File: src/rtl/rgb_gray_frame_ctrl_pkg.sv
// Shared types for the RGB-to-gray frame controller: FSM states and the
// registered output beat.
package rgb_gray_pkg;

  localparam int unsigned DATA_WIDTH_DEF = 8;

  typedef enum logic [1:0] {
    IDLE,
    ACTIVE,
    DRAIN
  } ctrl_state_t;

  typedef struct packed {
    logic [DATA_WIDTH_DEF-1:0] data;
    logic                      sof;
    logic                      eol;
    logic                      eof;
  } gray_beat_t;

endpackage

File: src/rtl/rgb_gray_frame_ctrl_mean.sv
// Combinational channel mean of a packed {B,G,R} pixel: floor((R+G+B)/3),
// forced to zero when en is low.
module RGB_mean #(
  parameter int unsigned DATA_WIDTH = 8
) (
  input  logic                    en,
  input  logic [3*DATA_WIDTH-1:0] rgb,
  output logic [DATA_WIDTH-1:0]   mean
);

  logic [DATA_WIDTH+1:0] sum;

  always_comb begin
    sum = {2'b00, rgb[DATA_WIDTH-1:0]}
        + {2'b00, rgb[2*DATA_WIDTH-1:DATA_WIDTH]}
        + {2'b00, rgb[3*DATA_WIDTH-1:2*DATA_WIDTH]};
    // The quotient never exceeds the channel maximum, so truncation is exact.
    mean = en ? DATA_WIDTH'(sum / (DATA_WIDTH+2)'(3)) : '0;
  end

endmodule

File: src/rtl/rgb_gray_frame_ctrl.sv
// Frame controller streaming packed RGB pixels through RGB_mean into a tagged
// grayscale stream. Optional per-frame statistics: RGB_GRAY_FRAME_STATS_EN.
module rgb_gray_frame_ctrl
  import rgb_gray_pkg::*;
#(
  parameter int unsigned DATA_WIDTH   = DATA_WIDTH_DEF,
  parameter int unsigned FRAME_WIDTH  = 320,
  parameter int unsigned FRAME_HEIGHT = 240
) (
  input  logic                    clk,
  input  logic                    rst,
  input  logic                    start,
  input  logic                    s_valid,
  output logic                    s_ready,
  input  logic [3*DATA_WIDTH-1:0] s_data,
  output logic                    m_valid,
  input  logic                    m_ready,
  output logic [DATA_WIDTH-1:0]   m_data,
  output logic                    m_sof,
  output logic                    m_eol,
  output logic                    m_eof,
  output logic                    busy,
  output logic                    frame_done
`ifdef RGB_GRAY_FRAME_STATS_EN
  ,
  output logic [DATA_WIDTH+$clog2(FRAME_WIDTH*FRAME_HEIGHT)-1:0] frame_sum,
  output logic [DATA_WIDTH-1:0]   frame_max,
  output logic [DATA_WIDTH-1:0]   frame_min
`endif
);

  localparam int unsigned COL_W  = (FRAME_WIDTH  > 1) ? $clog2(FRAME_WIDTH)  : 1;
  localparam int unsigned LINE_W = (FRAME_HEIGHT > 1) ? $clog2(FRAME_HEIGHT) : 1;
  localparam logic [COL_W-1:0]  COL_LAST  = COL_W'(FRAME_WIDTH - 1);
  localparam logic [LINE_W-1:0] LINE_LAST = LINE_W'(FRAME_HEIGHT - 1);

  if (DATA_WIDTH != DATA_WIDTH_DEF) begin : g_width_check
    $error("rgb_gray_frame_ctrl: DATA_WIDTH must match rgb_gray_pkg::DATA_WIDTH_DEF");
  end

  ctrl_state_t       state_q, state_d;
  logic [COL_W-1:0]  col_q, col_d;
  logic [LINE_W-1:0] line_q, line_d;
  gray_beat_t        beat_q, beat_d;
  logic              m_valid_q, m_valid_d;
  logic              frame_done_q, frame_done_d;

  logic                  s_ready_c;
  logic                  s_fire;
  logic                  last_col;
  logic                  last_line;
  logic                  frame_start;
  logic [DATA_WIDTH-1:0] gray;

  RGB_mean #(
    .DATA_WIDTH(DATA_WIDTH)
  ) u_rgb_mean (
    .en  (s_fire),
    .rgb (s_data),
    .mean(gray)
  );

  always_comb begin
    state_d      = state_q;
    col_d        = col_q;
    line_d       = line_q;
    beat_d       = beat_q;
    m_valid_d    = m_valid_q;
    frame_done_d = 1'b0;
    frame_start  = 1'b0;

    s_ready_c = (state_q == ACTIVE) && (!m_valid_q || m_ready);
    s_fire    = s_valid && s_ready_c;
    last_col  = (col_q == COL_LAST);
    last_line = (line_q == LINE_LAST);

    unique case (state_q)
      IDLE: begin
        // frame_done is registered, so its pulse cycle is already IDLE;
        // start must still be ignored there.
        if (start && !frame_done_q) begin
          state_d     = ACTIVE;
          col_d       = '0;
          line_d      = '0;
          frame_start = 1'b1;
        end
      end
      ACTIVE: begin
        if (s_fire && last_col && last_line) state_d = DRAIN;
      end
      DRAIN: begin
        if (!m_valid_q || m_ready) begin
          state_d      = IDLE;
          frame_done_d = 1'b1;
        end
      end
      default: state_d = IDLE;
    endcase

    if (s_fire) begin
      if (last_col) begin
        col_d  = '0;
        line_d = last_line ? '0 : line_q + 1'b1;
      end else begin
        col_d = col_q + 1'b1;
      end
      beat_d = '{data: gray,
                 sof:  (col_q == '0) && (line_q == '0),
                 eol:  last_col,
                 eof:  last_col && last_line};
      m_valid_d = 1'b1;
    end else if (m_valid_q && m_ready) begin
      m_valid_d = 1'b0;
    end
  end

  always_ff @(posedge clk) begin
    if (rst) begin
      state_q      <= IDLE;
      col_q        <= '0;
      line_q       <= '0;
      beat_q       <= '0;
      m_valid_q    <= 1'b0;
      frame_done_q <= 1'b0;
    end else begin
      state_q      <= state_d;
      col_q        <= col_d;
      line_q       <= line_d;
      beat_q       <= beat_d;
      m_valid_q    <= m_valid_d;
      frame_done_q <= frame_done_d;
    end
  end

  assign s_ready    = s_ready_c;
  assign m_valid    = m_valid_q;
  assign m_data     = beat_q.data;
  assign m_sof      = beat_q.sof;
  assign m_eol      = beat_q.eol;
  assign m_eof      = beat_q.eof;
  assign busy       = (state_q != IDLE);
  assign frame_done = frame_done_q;

`ifdef RGB_GRAY_FRAME_STATS_EN
  localparam int unsigned SUM_W = DATA_WIDTH + $clog2(FRAME_WIDTH * FRAME_HEIGHT);

  logic [SUM_W-1:0]      acc_sum_q, acc_sum_d;
  logic [DATA_WIDTH-1:0] acc_max_q, acc_max_d;
  logic [DATA_WIDTH-1:0] acc_min_q, acc_min_d;
  logic [SUM_W-1:0]      frame_sum_q, frame_sum_d;
  logic [DATA_WIDTH-1:0] frame_max_q, frame_max_d;
  logic [DATA_WIDTH-1:0] frame_min_q, frame_min_d;

  always_comb begin
    acc_sum_d   = acc_sum_q;
    acc_max_d   = acc_max_q;
    acc_min_d   = acc_min_q;
    frame_sum_d = frame_sum_q;
    frame_max_d = frame_max_q;
    frame_min_d = frame_min_q;
    if (frame_start) begin
      acc_sum_d = '0;
      acc_max_d = '0;
      acc_min_d = '1;
    end else if (s_fire) begin
      acc_sum_d = acc_sum_q + SUM_W'(gray);
      if (gray > acc_max_q) acc_max_d = gray;
      if (gray < acc_min_q) acc_min_d = gray;
    end
    // The last pixel fired before DRAIN, so the accumulators are complete here.
    if (frame_done_d) begin
      frame_sum_d = acc_sum_q;
      frame_max_d = acc_max_q;
      frame_min_d = acc_min_q;
    end
  end

  always_ff @(posedge clk) begin
    if (rst) begin
      acc_sum_q   <= '0;
      acc_max_q   <= '0;
      acc_min_q   <= '1;
      frame_sum_q <= '0;
      frame_max_q <= '0;
      frame_min_q <= '0;
    end else begin
      acc_sum_q   <= acc_sum_d;
      acc_max_q   <= acc_max_d;
      acc_min_q   <= acc_min_d;
      frame_sum_q <= frame_sum_d;
      frame_max_q <= frame_max_d;
      frame_min_q <= frame_min_d;
    end
  end

  assign frame_sum = frame_sum_q;
  assign frame_max = frame_max_q;
  assign frame_min = frame_min_q;
`endif

endmodule

File: config.mk
export PLATFORM = sky130hd
export DESIGN_NAME = rgb_gray_frame_ctrl
export DESIGN_NICKNAME = d
export VERILOG_FILES = /design/src/rtl/rgb_gray_frame_ctrl_pkg.sv /design/src/rtl/rgb_gray_frame_ctrl_mean.sv /design/src/rtl/rgb_gray_frame_ctrl.sv
export SDC_FILE = /design/constraint.sdc
export NUM_CORES = 1
export LEC_CHECK = 0
export CAP_MARGIN = 20
export CORE_ASPECT_RATIO = 2
export CORE_UTILIZATION = 65
export DETAILED_ROUTE_END_ITERATION = 8
export DONT_BUFFER_PORTS = 1
export GPL_TIMING_DRIVEN = 0
export PLACE_DENSITY_LB_ADDON = 0.1
export RECOVER_POWER = 25
export SLEW_MARGIN = 10
export SYNTH_ARGS = -nofsm -noshare
export SYNTH_HDL_FRONTEND = slang
export SYNTH_HIERARCHICAL = 1
export SYNTH_SLANG_ARGS = --single-unit
File: constraint.sdc
create_clock -name clk -period 16 [get_ports clk]
set_input_delay 4.8 -clock clk [delete_from_list [all_inputs] [get_ports clk]]
set_output_delay 4.8 -clock clk [all_outputs]
set_load 0.005 [all_outputs]
After elaboration in Yosys (flattened, before gate mapping):

Index checks and enable logic that the tools add are counted.

* add/sub/neg operators: 4
* div/mod/pow operators: 1
* multiplexer cells: 16
* equality and inequality tests: 7
* reduce and logical (&&, ||, !) cells: 21
* bitwise gates (word level): 1

Operator list (number)
* 2-to-1 mux 8 bit: 5
* 2-to-1 mux 9 bit: 4
* adder 10 x 8 -> 10 bit: 1
* divider 10 x 2 -> 10 bit, second input constant: 1
* adder 8 x 8 -> 9 bit: 1
* adder 9 x 1 -> 9 bit, second input constant: 1
* == test 9 bit, second input constant: 1
* logical NOT 9 bit: 1
* adder 8 x 1 -> 8 bit, second input constant: 1
* == test 8 bit, second input constant: 1
* logical AND 1 bit: 8
* logical NOT 8 bit: 1
* nonzero test 2 bit: 4
* 2-to-1 mux 2 bit: 3
* one-hot mux 2 bit (3 select lines): 1
* != test 2 bit, second input constant: 2
* 2-to-1 mux 1 bit: 3
* AND reduction 3 bit: 1
* == test 2 x 1 -> 1 bit, second input constant: 1
* == test 2 bit, second input constant: 1
* logical NOT 1 bit: 2
* logical NOT 2 bit: 1
* != test 2 x 1 -> 1 bit, second input constant: 1
* AND reduction 2 bit: 1
* other kinds (3): 3

* word-level logic and storage cells: 59
* output and inout bits: 15
* input bits: 29
* register bits after elaboration: 32

Depth between registers and ports, before layout:

* word-level depth: 8
* mapped depth: 20
* depth with buffers taken out: 20

Hierarchy:

The synthesis kept the hierarchy.

Modules (own cells, without submodules)
* rgb_gray_frame_ctrl: seq. area each 640.6 µm², area each 1637.8 µm², cells each 199, instances 1
* RGB_mean: seq. area each 0.0 µm², area each 1398.8 µm², cells each 200, instances 1

Worst setup path before layout:

Ideal clock, no wire load.

* path type: in2out
* start: input m_ready
* end: output s_ready
* data required time: 11.200 ns
* data arrival time: 5.101 ns
* stages on the path: 2
* path slack: 6.099 ns
* cell sequence: nor2b_1 -> nor2_1

* word-level cells in the longest chain between the ends: 2

Ends and longest elaborated chain
* start, declared: RTL line rgb_gray_frame_ctrl.sv:17 `input logic m_ready,`
* logical OR 1 bit: RTL line rgb_gray_frame_ctrl.sv:72 `s_ready_c = (state_q == ACTIVE) && (!m_valid_q || m_ready);`
* logical AND 1 bit: RTL line rgb_gray_frame_ctrl.sv:72
* end, declared: RTL line rgb_gray_frame_ctrl.sv:14 `output logic s_ready,`

Every way passes these cells.

Worst setup path in the final report:

Same ends and word-level chain as after synthesis.

==> impl_results.rst <==
.. list-table::
   :header-rows: 1

   * - Metric
     - Value
   * - Post-route ant nets
     - 0
   * - Pin count of the biggest net entering global routing
     - 12
   * - Clock transition time at the flip-flop clock pins of the worst setup and hold paths
     - 0.07 ns
   * - Count of hold-fix buffers inserted at cts
     - 0
   * - Path type of the worst min-delay path
     - flip-flop to flip-flop
   * - Final critical-path share of the clock period
     - 62.3%
   * - Max cap viols
     - 0
   * - Floorplan Core Area
     - 4420 µm²
   * - First-pass detailed-route iteration total
     - 4
   * - Total standard cell area after synthesis
     - 3040 µm²
   * - Overall overflow remaining after global route
     - 0
   * - Number of buffers inserted to repair setup after CTS
     - 0
   * - Crit path time final
     - 9.98 ns
   * - Slowest-stage cell, CP
     - nor2b_1
   * - Die Area
     - 4970 µm²
   * - Slew Limit Headroom
     - between 30% and 40%
   * - Number of clock sinks
     - 32
   * - Total buffers and inverters traversed by the critical path
     - 0
   * - Maximum count of clock buffers along a single path
     - 2
   * - Die X-Extent
     - about 50 µm
   * - Share of flip-flops with an asynchronous set or reset
     - 0%
   * - Total wire length
     - 8430 µm
   * - Starting density of the core
     - 68.6%
   * - Via density
     - roughly 6.7
   * - Overall global routing resource usage
     - 35.6%
   * - CP max stage delay
     - 0.27 ns
   * - Overall via count from detail_route
     - 3,083
   * - Max Clock Freq
     - 100 MHz
   * - Global-route wire length before repair
     - 13,500 µm
   * - TritonCTS clock tree
     - done
   * - Number of I/O pins
     - 44
   * - Routed wire per std cell
     - 18.3 µm
   * - Syn nets
     - 449
   * - Setup TNS
     - 0 ns
   * - Later-pin clock latency in the skew report
     - approximately 0.30 ns
   * - Warning count from the yosys run
     - 6
   * - Violation count after the first detailed-routing iteration
     - 116
   * - Req. time, crit path
     - 11.20 ns
   * - Setup-failing EPs final
     - 0
   * - Antenna violations before repair
     - 0
   * - Utilization after layout
     - 72.3%
   * - Floorplan row count
     - 34
   * - Number of flip-flops and latches in the synthesized netlist
     - 32
   * - Worst Max-Slew Pin Slew
     - 0.928 ns
   * - Kind of end point of the critical path
     - output pin
   * - WS Path Type
     - input port to output pin
   * - Hold Fails Final Rpt
     - 0
   * - Layout area overhead
     - 5.27%
   * - Number of cells produced by synthesis
     - 399
   * - Number of synthesized flops with an enable pin
     - 0
   * - Setup repair after global routing missed its margin
     - no
   * - Post-route standard cell area excluding fillers
     - 3200 µm²
   * - Clock skew after layout
     - just over 0.008 ns
   * - Vias in the first global route
     - 3,011
   * - RD Place Congestion
     - 0.934
   * - Port-buffer cells
     - 0
   * - Number of distinct library cell variants in the gate-level netlist after synthesis
     - 71
   * - # nets final
     - 456
   * - Residual DRC count
     - 0
   * - Post-Place Cell Area
     - slightly above 3000 µm²
   * - Data arrival at the endpoint of the critical path
     - a little over 5 ns
   * - Placed wire-length estimate
     - around 6500 µm
   * - Number of clock buffers inserted by TritonCTS
     - 5
   * - Worst IR Drop VDD
     - 0.0935 mV
   * - Crit path max-delay family
     - simple AND/OR/NAND/NOR gates
   * - Largest fanout on the critical path
     - 4
   * - Die boundary height
     - 98.7 µm
   * - Leakage power
     - 1.21 nW
   * - Average footprint of a synthesized cell
     - 7.61 µm²
   * - Power density relative to cell area
     - 119 nW/µm²
   * - Critical path cell sequence
     - nor2b_1, nor2_1
   * - Fraction of final layout cells with drive strength greater than 1
     - 8.35%
   * - Max-slew violation total from the final report
     - 0
   * - Sequential share of the synthesized area
     - about a fifth
   * - Count of instances resized after the clock tree is built
     - 0
   * - H-tree depth
     - 2
   * - Result of the run
     - complete, no violations
   * - Crit start category
     - input port
   * - Post-synth top flop
     - dfxtp_1
   * - Diode count
     - 0
   * - Buffer cell driving the clock tree root
     - clkbuf_8
final cells by class:
| class | count | area, µm² |
|---|---|---|
| clock buffers | 6 | 82.6 |
| plain buffers | 21 | 95.1 |
| fillers | 388 | 1230 |
| flip-flops and latches | 32 | 641 |
| multi-input cells | 315 | 2180 |
| inverters | 31 | 116 |
| well taps | 54 | 67.6 |
| clock inverters | 2 | 10.0 |
kinds of logic after synthesis:
family | count (synthesis) | share of synthesized area [%]
xor gates and xnor gates | 14 | 4.04
adders and majority gates | 21 | 10.9
and+or+nand+nor | 161 | 28.0
buffers and inverters | 52 | 6.96
DFF | 32 | 21.1
muxes | 10 | 3.42
AOI/OAI and AO/OA | 109 | 25.6
metal layers:
layer	vias to the layer above	share of wire [%]	GRT usage, %
met5	-	0	0
met4	0	5.2	22.6
met3	37	4.0	5.40
met2	100	58	72.2
met1	1477	33	28.9
li1	1469	-	-
cell usage after synthesis, types with 3 or more instances:
| library cell | count | area, µm² |
|---|---|---|
| nand3_1 | 23 | 115 |
| nor3_1 | 8 | 40.0 |
| fa_1 | 9 | 180 |
| a32o_1 | 3 | 30.0 |
| o22ai_1 | 5 | 31.3 |
| xor2_1 | 4 | 35.0 |
| nor2_1 | 27 | 101 |
| ha_1 | 12 | 150 |
| dfxtp_1 | 32 | 641 |
| clkbuf_1 | 14 | 52.6 |
| xnor2_1 | 10 | 87.6 |
| and3_1 | 6 | 37.5 |
| a21o_1 | 3 | 22.5 |
| o21a_1 | 3 | 22.5 |
| o211ai_1 | 10 | 75.1 |
| a211oi_2 | 3 | 37.5 |
| nand4_1 | 8 | 50.1 |
| o21ai_0 | 14 | 70.1 |
| inv_1 | 31 | 116 |
| a21oi_1 | 32 | 160 |
| mux2i_1 | 7 | 70.1 |
| a31oi_1 | 5 | 31.3 |
| buf_2 | 4 | 20.0 |
| nand2b_1 | 4 | 25.0 |
| nand2_1 | 47 | 176 |
| mux2_2 | 3 | 33.8 |
| a211oi_1 | 6 | 45.0 |
| nor2b_1 | 5 | 31.3 |
| or3_1 | 3 | 18.8 |
| nor4b_1 | 6 | 52.6 |
cells in the final DEF, fill, tap and decap left out, types with 12 or more instances in the layout:
cell type,count
nand2_1,47
a21oi_1,32
dfxtp_1,32
inv_1,31
nor2_1,27
nand3_1,23
clkbuf_1,14
o21ai_0,14
ha_1,12
flip-flops by register name, indices dropped and copies added (netlist names):
name	cells
col_q	9
frame_done	1
line_q	8
m_data	8
m_eof	1
m_eol	1
m_sof	1
m_valid	1
state_q	2
worst paths after layout:
| check | from | depth (start not counted) | end | slack [ns] |
|---|---|---|---|---|
| max | m_ready | 2 | s_ready | 6.02 |
| max reg2reg | state_q[0] | 8 | m_data[3] | 13.13 |
| min reg2reg | m_sof | 2 | m_sof | 0.48 |
| min | m_sof | 2 | m_sof | 0.48 |
per-stage QoR:
stage	hold slack [ns]	power (W)	setup WS, ns	std cells
after floorplan	0.453	0.000269	6.10	399
after global placement	0.458	0.000307	6.04	453
after detailed placement	0.465	0.000311	6.01	453
after CTS	0.474	0.000376	6.01	461
after global routing	0.487	0.000411	5.98	461
final	0.476	0.000381	6.02	461
power breakdown:
group | internal, W | total, W | switching, W
clock | 0.0000343 | 0.0000672 | 0.0000329
sequential | 0.0000808 | 0.0000818 | 0.00000104
combinational | 0.0000911 | 0.000232 | 0.000141
total | 0.000206 | 0.000381 | 0.000175
Power figures use the tool's default switching activity.
